$ cat src/rtl/alu_pkg.sv
// Shared definitions for the ALU execute stage: op codes, FSM state type
// and the default datapath width.
package alu_pkg;

    localparam int unsigned WIDTH_DEF = 32;

    localparam logic [3:0] OP_AND  = 4'b0000;
    localparam logic [3:0] OP_OR   = 4'b0001;
    localparam logic [3:0] OP_ADD  = 4'b0010;
    localparam logic [3:0] OP_SUB  = 4'b0110;
    localparam logic [3:0] OP_SLT  = 4'b0111;
    localparam logic [3:0] OP_MULT = 4'b1000;

    typedef enum logic {
        IDLE = 1'b0,
        MUL  = 1'b1
    } state_t;

endpackage

$ cat src/rtl/alu_exec_mul_seq.sv
// Iterative shift-add unsigned multiplier, one iteration per clock.
// o_done/o_product describe the iteration completing on the coming edge.
module mul_seq
    import alu_pkg::*;
#(
    parameter int unsigned WIDTH      = WIDTH_DEF,
    parameter int unsigned MUL_CYCLES = WIDTH
) (
    input  logic                 clk,
    input  logic                 rst_n,
    input  logic                 i_start,
    input  logic [WIDTH-1:0]     i_a,
    input  logic [WIDTH-1:0]     i_b,
    output logic                 o_done,
    output logic [2*WIDTH-1:0]   o_product
);

    localparam int unsigned CW = $clog2(MUL_CYCLES + 1);

    logic                 r_active;
    logic [CW-1:0]        r_cnt;
    logic [WIDTH-1:0]     r_mcand;
    logic [2*WIDTH-1:0]   r_prod;
    logic [WIDTH:0]       w_sum;
    logic [2*WIDTH-1:0]   w_prod_nxt;
    logic                 w_last;

    // Upper half accumulates, lower half holds the not-yet-consumed multiplier bits.
    always_comb begin
        w_sum      = {1'b0, r_prod[2*WIDTH-1:WIDTH]} + (r_prod[0] ? {1'b0, r_mcand} : '0);
        w_prod_nxt = {w_sum, r_prod[WIDTH-1:1]};
    end

    assign w_last    = r_active && (r_cnt == CW'(MUL_CYCLES - 1));
    assign o_done    = w_last;
    assign o_product = w_prod_nxt;

    always_ff @(posedge clk or negedge rst_n) begin
        if (!rst_n) begin
            r_active <= 1'b0;
            r_cnt    <= '0;
            r_mcand  <= '0;
            r_prod   <= '0;
        end else if (i_start) begin
            r_active <= 1'b1;
            r_cnt    <= '0;
            r_mcand  <= i_a;
            r_prod   <= {{WIDTH{1'b0}}, i_b};
        end else if (r_active) begin
            r_prod <= w_prod_nxt;
            if (w_last) begin
                r_active <= 1'b0;
                r_cnt    <= '0;
            end else begin
                r_cnt <= r_cnt + CW'(1);
            end
        end
    end

endmodule

$ cat src/rtl/alu_exec.sv
// ALU execute stage: single-cycle logic/arith ops, 32-cycle iterative MULT,
// valid/ready handshake on both sides with a one-entry result register.
module alu_exec
    import alu_pkg::*;
#(
    parameter int unsigned WIDTH      = WIDTH_DEF,
    parameter int unsigned MUL_CYCLES = WIDTH
) (
    input  logic               clk,
    input  logic               rst_n,
    input  logic               in_valid,
    output logic               in_ready,
    input  logic [3:0]         op,
    input  logic [WIDTH-1:0]   a,
    input  logic [WIDTH-1:0]   b,
    output logic               out_valid,
    input  logic               out_ready,
    output logic [WIDTH-1:0]   result,
    output logic               zero,
    output logic [WIDTH-1:0]   hi,
    output logic [WIDTH-1:0]   lo,
    output logic               busy
);

    state_t               r_state;
    state_t               w_state_nxt;
    logic                 w_xfer;
    logic                 w_is_mult;
    logic                 w_mul_done;
    logic [2*WIDTH-1:0]   w_product;
    logic [WIDTH-1:0]     w_alu;

    assign in_ready  = (r_state == IDLE) && (!out_valid || out_ready);
    assign w_xfer    = in_valid && in_ready;
    assign w_is_mult = (op == OP_MULT);
    assign busy      = (r_state == MUL);

    always_comb begin
        w_alu = '0;
        case (op)
            OP_AND:  w_alu = a & b;
            OP_OR:   w_alu = a | b;
            OP_ADD:  w_alu = a + b;
            OP_SUB:  w_alu = a - b;
            OP_SLT:  w_alu = {{(WIDTH-1){1'b0}}, ($signed(a) < $signed(b))};
            default: w_alu = '0;
        endcase
    end

    mul_seq #(
        .WIDTH      (WIDTH),
        .MUL_CYCLES (MUL_CYCLES)
    ) u_mul (
        .clk       (clk),
        .rst_n     (rst_n),
        .i_start   (w_xfer && w_is_mult),
        .i_a       (a),
        .i_b       (b),
        .o_done    (w_mul_done),
        .o_product (w_product)
    );

    always_comb begin
        w_state_nxt = r_state;
        case (r_state)
            IDLE:    if (w_xfer && w_is_mult) w_state_nxt = MUL;
            MUL:     if (w_mul_done)          w_state_nxt = IDLE;
            default: w_state_nxt = IDLE;
        endcase
    end

    always_ff @(posedge clk or negedge rst_n) begin
        if (!rst_n) r_state <= IDLE;
        else        r_state <= w_state_nxt;
    end

    // A new result (MULT completion or single-cycle op) wins over draining.
    always_ff @(posedge clk or negedge rst_n) begin
        if (!rst_n) begin
            result    <= '0;
            zero      <= 1'b0;
            hi        <= '0;
            lo        <= '0;
            out_valid <= 1'b0;
        end else if (w_mul_done) begin
            hi        <= w_product[2*WIDTH-1:WIDTH];
            lo        <= w_product[WIDTH-1:0];
            result    <= w_product[WIDTH-1:0];
            zero      <= (w_product[WIDTH-1:0] == '0);
            out_valid <= 1'b1;
        end else if (w_xfer && !w_is_mult) begin
            result    <= w_alu;
            zero      <= (w_alu == '0);
            out_valid <= 1'b1;
        end else if (out_ready) begin
            out_valid <= 1'b0;
        end
    end

endmodule

$ cat config.mk
export PLATFORM = sky130hd
export DESIGN_NAME = alu_exec
export DESIGN_NICKNAME = d
export VERILOG_FILES = /design/src/rtl/alu_pkg.sv /design/src/rtl/alu_exec_mul_seq.sv /design/src/rtl/alu_exec.sv
export SDC_FILE = /design/constraint.sdc
export NUM_CORES = 1
export LEC_CHECK = 0
export CAP_MARGIN = 10
export CORE_ASPECT_RATIO = 1.5
export CORE_UTILIZATION = 58
export CTS_CLUSTER_SIZE = 30
export DETAILED_ROUTE_END_ITERATION = 10
export PLACE_DENSITY = 0.89
export SLEW_MARGIN = 25
export SYNTH_ARGS = -nofsm -noshare
export SYNTH_HDL_FRONTEND = slang
export SYNTH_SLANG_ARGS = --single-unit
$ cat constraint.sdc
create_clock -name clk -period 5.4 [get_ports clk]
set_clock_uncertainty 0.15 [all_clocks]
set_input_delay 1.08 -clock clk [delete_from_list [all_inputs] [get_ports clk]]
set_output_delay 1.08 -clock clk [all_outputs]
set_load 0.005 [all_outputs]
; ---- After elaboration in Yosys (flattened, before gate mapping)
; Cells that the tools add are included.
; Widths: inputs -> output; s select.
[word_totals]
inputBits = 72
out_inout_bits = 100
regBits = 202
[op_classes]
n_reduce_logical = 14
n_addsub = 4
n_mux = 19
bitwise_logic = 3
order_cmp = 1
n_eq_ne = 6
[op_table]
columns = operator, count
row1 = $pmux 32 s5, 1
row2 = $mux 64, 2
row3 = $mux 32, 3
row4 = $logic_not 32->1, 2
row5 = $add 32x33->33, 1
row6 = $add 32x32->32, 1
row7 = $and 32x32->32, 1
row8 = $lt 32x32->1, 1
row9 = $or 32x32->32, 1
row10 = $sub 32x32->32, 1
row11 = $mux 6, 3
row12 = $mux 1, 9
row13 = $eq 4x3->1 const B, 2
row14 = $add 6x1->6 const B, 1
row15 = $eq 6x5->1 const B, 1
row16 = $logic_and 1x1->1, 5
row17 = $eq 4x1->1 const B, 1
row18 = $eq 4x2->1 const B, 1
row19 = $eq 4x4->1 const B, 1
row20 = $logic_not 4->1, 1
row21 = $reduce_bool 2->1, 2
row22 = $reduce_bool 3->1, 1
row23 = $logic_not 1->1, 2
row24 = $pmux 1 s2, 1
row25 = 2 further kinds, 2

; ---- Depth between registers and ports, before layout
; Gate-level depths: netlist of run 1.
[depth]
ltp_word = 7
depth_mapped = 16
ltp_nobuf = 16

; ---- Hierarchy
; From an unflattened synthesis of run 1, not the netlist that was laid out.
[unflattened]
cells_unflattened = 1844
hier_area_um2 = 15892.7
[by_module_without_submodules]
columns = mod, area_per_inst_um2, cells_per_inst, instances
row1 = alu_exec, 9362.7, 1174, 1
row2 = mul_seq, 6530.0, 670, 1

; ---- Worst setup path before layout of run 1
; OpenSTA, ideal clock, no wires.
[synth_timing]
kind = in2reg
start = input a[1]
end = register zero
setup_ns = 0.092
slack_ns = 0.878
arrival_time_ns = 4.280
n_path_buf = 0
stages = 14
path_cell_list = inv_1 > ha_1 > a211oi_1 > o21ai_2 > nand3_2 > a31oi_1 > or4_1 > a31oi_1 > o21ai_1 > or4_1 > or4_1 > nor4_1 > nand3_1 > o31ai_2
[synth_via]
elab_chain_cells = 5
elab_cells_between_ends = 9
[synth_rtl]
columns = item, line_no
row1 = start: declaration, alu_exec.sv:14  ; input logic [WIDTH-1:0] a,
row2 = $sub 32x32->32 (tied with other cells), alu_exec.sv:44  ; OP_SUB: w_alu = a - b;
row3 = $pmux 32 s5 *, alu_exec.sv:40  ; case (op)
row4 = $logic_not 32->1 *, alu_exec.sv:93  ; zero <= (w_alu == '0);
row5 = $mux 1 *, alu_exec.sv:91  ; end else if (w_xfer && !w_is_mult) begin
row6 = $mux 1 *, alu_exec.sv:85  ; end else if (w_mul_done) begin
row7 = end signal: assignment, alu_exec.sv:89  ; zero <= (w_product[WIDTH-1:0] == '0);
row8 = end signal: assignment, alu_exec.sv:93
row9 = end: declaration, alu_exec.sv:19  ; output logic zero,
; Every way passes the cells marked *; elsewhere a longest branch is shown, timed or not. The select of a mux whose other input is x is not followed.
; A chain may end at the register's enable or synchronous reset.

; ---- Worst setup path after layout of run 1
[layout_timing]
start = input b[6]
end = register zero
[layout_via]
elab_chain_cells = 5
elab_cells_between_ends = 9
[layout_rtl]
columns = item, line_no
row1 = start: declaration, alu_exec.sv:15  ; input logic [WIDTH-1:0] b,
row2 = $sub 32x32->32 (tied with other cells), alu_exec.sv:44
row3 = $pmux 32 s5 *, alu_exec.sv:40
row4 = $logic_not 32->1 *, alu_exec.sv:93
row5 = $mux 1 *, alu_exec.sv:91
row6 = $mux 1 *, alu_exec.sv:85
; Marked as above.

==> metrics.md, run 1 <==
| Metric | Value |
|---|---|
| Flop2flop setup slack | `0.96 ns` |
| EDFF count, synth | `0` |
| CP max stage delay | `0.58 ns` |
| I/O pin count | `172` |
| Vias in the first global route | `15500` |
| # rows | `71` |
| Clock Root Buffer | `clkbuf_16` |
| Clock Tree Buf Depth | `3` |
| Clock power frac | `18.5%` |
| Worst skew pair latency | `0.53 ns` |
| Initial DRT Pass Iterations | `6` |
| Unique masters post-synth | `85` |
| Seq pwr share | `35.2%` |
| Sum of buffers and inverters on the critical path | `3` |
| CP max FO | `7` |
| Area grow syn2layout | `24.3%` |
| Hold Crit Class | `flip-flop to flip-flop` |
| Core area | `0.0252 mm2` |
| Met3 wire len | `3410 um` |
| Crit path cell chain | `clkdlybuf4s50_1 -> inv_1 -> ha_1 -> o211ai_1 -> a211oi_1 -> buf_4 -> nand3_2 -> a31oi_1 -> o221ai_1 -> a31oi_1 -> o21ai_1 -> or4_1 -> or4_1 -> nor4_1 -> nand3_1 -> o31ai_2` |
| CTS H-tree depth | `1` |
| WL final | `55600 um` |
| Total power | `7780 uW` |
| Cts hold-fix bufs | `0` |
| Post-cts resize count | `0` |
| Combinational Power Share | `46.3%` |
| Initial antenna violation count | `0` |
| Worst R2R Start | `u_mul.r_prod[0]` |
| Worst Max-Slew Pin Slew | `0.990 ns` |
| Slew HR | `34.0%` |
| Crit. End Element | `flip-flop` |
| Final hold vios | `0` |
| Layout cells sized above 1 | `11.1%` |
| Ant diodes | `0` |
| Final worst-path cycle share | `93.4%` |
| # setup viols final | `0` |
| Max-cap violation count | `0` |
| Final net count | `2297` |
| Critical path's slowest cell | `or4_1` |
| IO Port Bufs | `171` |
| Starting density of the core | `59.5%` |
| Lkg Pwr | `0.00901 uW` |
| Hold path startpoint | `hi[11]` |
| Fin crit period | `5.05 ns` |
| Asr flop ratio synth | `100%` |
| Metal2 WL | `27500 um` |
| R2r endpoint | `u_mul.r_prod[63]` |
| Critical Path RT | `5.69 ns` |
| Peak Freq | `198 MHz` |
| Vias | `15100` |
| Hold WS | `0.325 ns` |
| CTS buffer count | `21` |
| CTS tree | `built` |
| Worst path top cell family by delay | `simple AND/OR/NAND/NOR gates` |
| Die area | `0.0266 mm2` |
| Synthesized Nets | `2035` |
| Crit start category | `input port` |
| Final HPWL DP | `42400 um` |
| Slew Viols, Final | `0` |
| Psw | `3130 uW` |
| Power per cell area | `417 mW/mm2` |
| Commonest non-fill, non-tap cell in the layout | `nand2_1` |
| Die W | `133 um` |
| Worst Hold Path EP | `hi[11]` |
| # DRC | `0` |
| Total grt overflow | `0` |
| First-pass GRT wire length | `85200 um` |
| Routed Antenna Nets | `0` |
| Layout Cells excl Fill | `2430` |
| Post-synthesis sequential area ratio | `33.7%` |
| Setup Buffers After CTS | `0` |
| Worst-path clk slew | `0.07 ns` |
| Top Metal Used | `met4` |
| Yosys reg bits | `202` |
| YS warnings | `0` |
| Mapped Cells | `1828` |
| Largest net degree at the start of global routing | `98` |
| Worst Setup SP | `b[6]` |
| Gp weighted congestion | `1.02` |
| Peak supply drop | `0.402 mV` |
| Critical path class | `input port to flip-flop` |
| RSZ-0062 raised after global routing | `no` |
| Sum of negative setup slack | `0 ns` |
| Outcome | `finished, final reports clean` |
| Drt wl/cell | `22.9 um` |
| Synth Flop Type | `dfrtp_1` |
| Most frequent cells in the layout | `314 x nand2_1, 201 x dfrtp_1, 169 x clkdlybuf4s50_1, 163 x buf_4, 150 x o21ai_0` |
| Mean post-synth cell area | `8.22 um2` |
| Vias per cell | `6.23` |
| Internal power | `4650 uW` |
| Min-Delay Path Depth | `2` |
| Inst Count DP | `2395` |
| Post-synth design cell area | `0.0150 mm2` |
| DRT met1 WL | `18900 um` |
| Worst path arrival time | `5.34 ns` |
| Die Y | `199 um` |
| GRT Total Usage | `42.3%` |
| Worst R2R Path Depth | `14` |
| Initial DRC Count | `1019` |
| Sw frac | `40.2%` |
| Clock sink total | `202` |
-- how the worst max path moves through the flow --
stage / endpoint / slack (ns) / depth (start not counted)
floorplan: zero / 0.88 / 14
global placement: zero / -0.12 / 16
detailed placement: zero / -0.14 / 16
CTS: zero / 0.39 / 16
global route: zero / 0.11 / 15
finish: zero / 0.35 / 16
-- registers in the layout, indices dropped and copies added (netlist names) --
name            count
u_mul.r_cnt         6
zero                1
result             32
hi                 32
u_mul.r_prod       64
busy                1
out_valid           1
lo                 32
u_mul.r_active      1
u_mul.r_mcand      32
-- power by group through the flow --
| stage | Clock [uW] | Sequential, uW | Combinational (uW) |
|---|---|---|---|
| final | 1440 | 2740 | 3600 |
| after global routing | 1490 | 2790 | 3930 |
| after CTS | 1440 | 2710 | 3560 |
| after detailed placement | 0 | 2720 | 3510 |
| after global placement | 0 | 2680 | 3340 |
| after floorplan | 0 | 2530 | 2120 |
-- cell type report --
class	instances	area (um2)
well taps	328	410
inverters	127	477
multi-input cells	1403	9120
repair buffers	335	2950
fillers	1922	6560
flip-flops and latches	202	5060
clock inverters	5	37.5
clock buffers	30	609
-- cell usage after synthesis (7+ instances only) --
master    instances  share of area (%)
a21o_1           18               0.90
o21a_1            9               0.45
a211oi_1         26                1.3
nor3_1           31                1.0
nand3_1          21               0.70
o21ai_0         150                5.0
nor2_1          131                3.3
dfrtp_1         202                 34
o31ai_1          11               0.55
a31oi_1          11               0.46
and3_1           10               0.42
clkbuf_1         79                2.0
inv_1           125                3.1
nor4_1           15               0.62
a22oi_1          11               0.55
nand2b_1         16               0.67
xnor2_1          36                2.1
o221ai_1          7               0.41
a21oi_1         116                3.9
o211ai_1         11               0.55
xor2_1           13               0.76
mux2i_1         102                6.8
o22ai_1           7               0.29
o21bai_1         10               0.50
ha_1            132                 11
nand2_1         315                7.9
nand4_1          12               0.50
or4_1             7               0.35
nor2b_1          17               0.71
buf_1             7               0.17
and2_1           38                1.6
-- worst min-delay path, delay by kind of cell (launching register included) --
family	cells	cell delay, ns
simple gates	2	0.10
flops	1	0.34
-- per-layer routing --
metal	vias to the layer above	global-route usage, %
li1	6875	-
met1	7213	43.9
met2	790	74.9
met3	267	4.85
met4	0	38.5
met5	-	0
-- per-stage QoR --
| stage | instance area, um2 | util (%) | worst slack (ns) |
|---|---|---|---|
| detailed placement | 18000 | 71.4 | -0.136 |
| global placement | 18000 | 71.4 | -0.116 |
| CTS | 18700 | 74.0 | 0.394 |
| global route | 18700 | 74.0 | 0.108 |
| floorplan | 15000 | - | 0.878 |
| finish | 18700 | 74.0 | 0.354 |
-- kinds of logic (layout without fill, tap and decap cells) --
group                    count (synthesis)  count (layout)  synth area share [%]
AO/OA/AOI/OAI                          469             469                  19.9
XOR/XNOR                                49              49                  2.86
adder cells (fa/ha/maj)                135             135                  11.4
buffers and inverters                  223             497                  5.77
flip-flops                             202             202                  33.7
multiplexers                           104             104                  6.95
AND/OR/NAND/NOR                        646             646                  19.4
(Power assumes the default switching activity.)
==> run 2: changes to the inputs <==
--- a/config.mk
+++ b/config.mk
@@ -11,6 +11,7 @@
 export CTS_CLUSTER_SIZE = 30
 export DETAILED_ROUTE_END_ITERATION = 10
 export PLACE_DENSITY = 0.89
+export RECOVER_POWER = 100
 export SLEW_MARGIN = 25
 export SYNTH_ARGS = -nofsm -noshare
 export SYNTH_HDL_FRONTEND = slang
==> run 2 against run 1 <==
The flow now finishes with violations (max-capacitance violations, max-slew violations). Sequential share of layout area grew 0.088 points. Clock-buffer cell count unchanged. Flip-flop and latch count unchanged. Critical path depth unchanged. Combinational power is 3% lower. Maximum frequency shrank 1.2%. Clock power hardly changed. Non-clock buffer count is the same. First-iteration DRC count increased by 2.5%. Cell count is the same. Total power shrank 1.6%. Highest routed layer unchanged.
==> metrics.md, run 2 (synthesis results as in run 1) <==
| Metric | Value |
|---|---|
| Critical path's slowest cell | `dlygate4sd3_1` |
| Peak supply drop | `0.405 mV` |
| Starting density of the core | `59.5%` |
| Largest net degree at the start of global routing | `98` |
| CP max FO | `7` |
| Die area | `0.0266 mm2` |
| IO Port Bufs | `171` |
| Area grow syn2layout | `23.9%` |
| Vias | `15200` |
| Slew HR | `-176%` |
| Lkg Pwr | `0.00920 uW` |
| Clock power frac | `18.8%` |
| Initial DRC Count | `1044` |
| Internal power | `4540 uW` |
| Initial antenna violation count | `0` |
| Total power | `7660 uW` |
| Slew Viols, Final | `241` |
| Failing checks | `max-capacitance violations, max-slew violations` |
| Clock Root Buffer | `clkbuf_16` |
| Max FFs per register | `64` |
| Worst Max-Slew Pin Slew | `4.14 ns` |
| Final hold vios | `0` |
| Psw | `3110 uW` |
| Crit path cell chain | `dlygate4sd3_1 -> inv_1 -> ha_1 -> o211ai_1 -> a211oi_1 -> buf_4 -> nand3_2 -> a31oi_1 -> o221ai_1 -> a31oi_1 -> o21ai_1 -> or4_1 -> or4_1 -> nor4_1 -> nand3_1 -> o31ai_2` |
| Drt wl/cell | `22.9 um` |
| Outcome | `finished, violations left` |
| Layout Cells excl Fill | `2430` |
| Routed Antenna Nets | `0` |
| Multi-input gate area | `0.00911 mm2` |
| Clock sink total | `202` |
| Cts hold-fix bufs | `0` |
| Filler instances | `1935` |
| Crit start category | `input port` |
| Peak Freq | `196 MHz` |
| Ant diodes | `0` |
| Worst path top cell family by delay | `simple AND/OR/NAND/NOR gates` |
| CTS H-tree depth | `1` |
| Top reg by flops | `u_mul.r_prod` |
| Critical Path RT | `5.69 ns` |
| Core area | `0.0252 mm2` |
| Setup Buffers After CTS | `0` |
| # setup viols final | `0` |
| # rows | `71` |
| Final net count | `2297` |
| Commonest non-fill, non-tap cell in the layout | `nand2_1` |
| First-pass GRT wire length | `85200 um` |
| Clock Tree Buf Depth | `3` |
| Fin crit period | `5.11 ns` |
| CP max stage delay | `0.64 ns` |
| Die W | `133 um` |
| WL final | `55600 um` |
| RSZ-0062 raised after global routing | `no` |
| Initial DRT Pass Iterations | `6` |
| Worst skew pair latency | `0.53 ns` |
| Register Area | `0.00506 mm2` |
| Power per cell area | `411 mW/mm2` |
| Critical path class | `input port to flip-flop` |
| I/O pin count | `172` |
| Worst-path clk slew | `0.07 ns` |
| Post-cts resize count | `0` |
| GRT Total Usage | `42.3%` |
| Final Instance Area | `0.0186 mm2` |
| Worst path arrival time | `5.40 ns` |
| Sw frac | `40.7%` |
| Final worst-path cycle share | `94.6%` |
| Final HPWL DP | `42400 um` |
| Seq pwr share | `35.6%` |
| # DRC | `0` |
| CTS buffer count | `21` |
| Die Y | `199 um` |
| Combinational Power Share | `45.6%` |
| Post-place instance area | `0.0180 mm2` |
| Gp weighted congestion | `1.02` |
| Vias per cell | `6.25` |
| Max-cap violation count | `5` |
| CTS tree | `built` |
| Most frequent cells in the layout | `314 x nand2_1, 201 x dfrtp_1, 152 x o21ai_0, 151 x buf_4, 132 x ha_1` |
| Hold Crit Class | `flip-flop to flip-flop` |
| Sum of buffers and inverters on the critical path | `3` |
| Vias in the first global route | `15500` |
| Crit. End Element | `flip-flop` |
| Layout cells sized above 1 | `10.5%` |
| Inst Count DP | `2395` |
| Total grt overflow | `0` |
## run 2: power groups by stage
stage | sequential, uW | clock [uW] | combinational [uW]
after CTS | 2710 | 1440 | 3560
after global placement | 2680 | 0 | 3340
after floorplan | 2530 | 0 | 2120
after global routing | 2780 | 1490 | 3820
after detailed placement | 2720 | 0 | 3510
final | 2730 | 1440 | 3490
## run 2: cell type report
class,count,share of cell area (%)
tap,328,2.21
clock buffer,30,3.27
sequential,202,27.2
timing repair buffer,335,15.6
inverter,127,2.56
clock inverter,5,0.202
multi-input combinational,1403,49.0
## run 2: layer usage
metal | global-route usage (%) | share of wire, %
met5 | 0 | 0
met4 | 38.5 | 10
met3 | 4.85 | 6.3
met2 | 74.9 | 50
met1 | 43.9 | 34
## run 2: final timing paths
path / start / endpoint / slack [ns] / depth (start not counted)
max in group asynchronous: rst_n / hi[24] / 0.91 / 1
min in group asynchronous: rst_n / u_mul.r_mcand[6] / 1.83 / 1
worst max-delay path: b[6] / zero / 0.29 / 16
worst max register to register: u_mul.r_cnt[0] / result[12] / 0.35 / 6
worst min-delay path: hi[11] / hi[11] / 0.32 / 2
worst min register to register: hi[11] / hi[11] / 0.32 / 2
## run 2: worst min-delay path, cell delays in order, from the launching register on
cell and delay, ns:
dfrtp_1 0.34, nand2_1 0.05, nand2_1 0.05
## run 2: stage by stage
step | setup TNS, ns | utilization (%) | worst slack [ns] | hold slack [ns]
after detailed placement | -0.136 | 71.4 | -0.136 | 0.313
after global routing | 0 | 73.8 | 0.0601 | 0.335
after floorplan | 0 | - | 0.878 | 0.292
after CTS | 0 | 74.0 | 0.394 | 0.326
final | 0 | 73.8 | 0.292 | 0.321
after global placement | -0.116 | 71.4 | -0.116 | 0.303
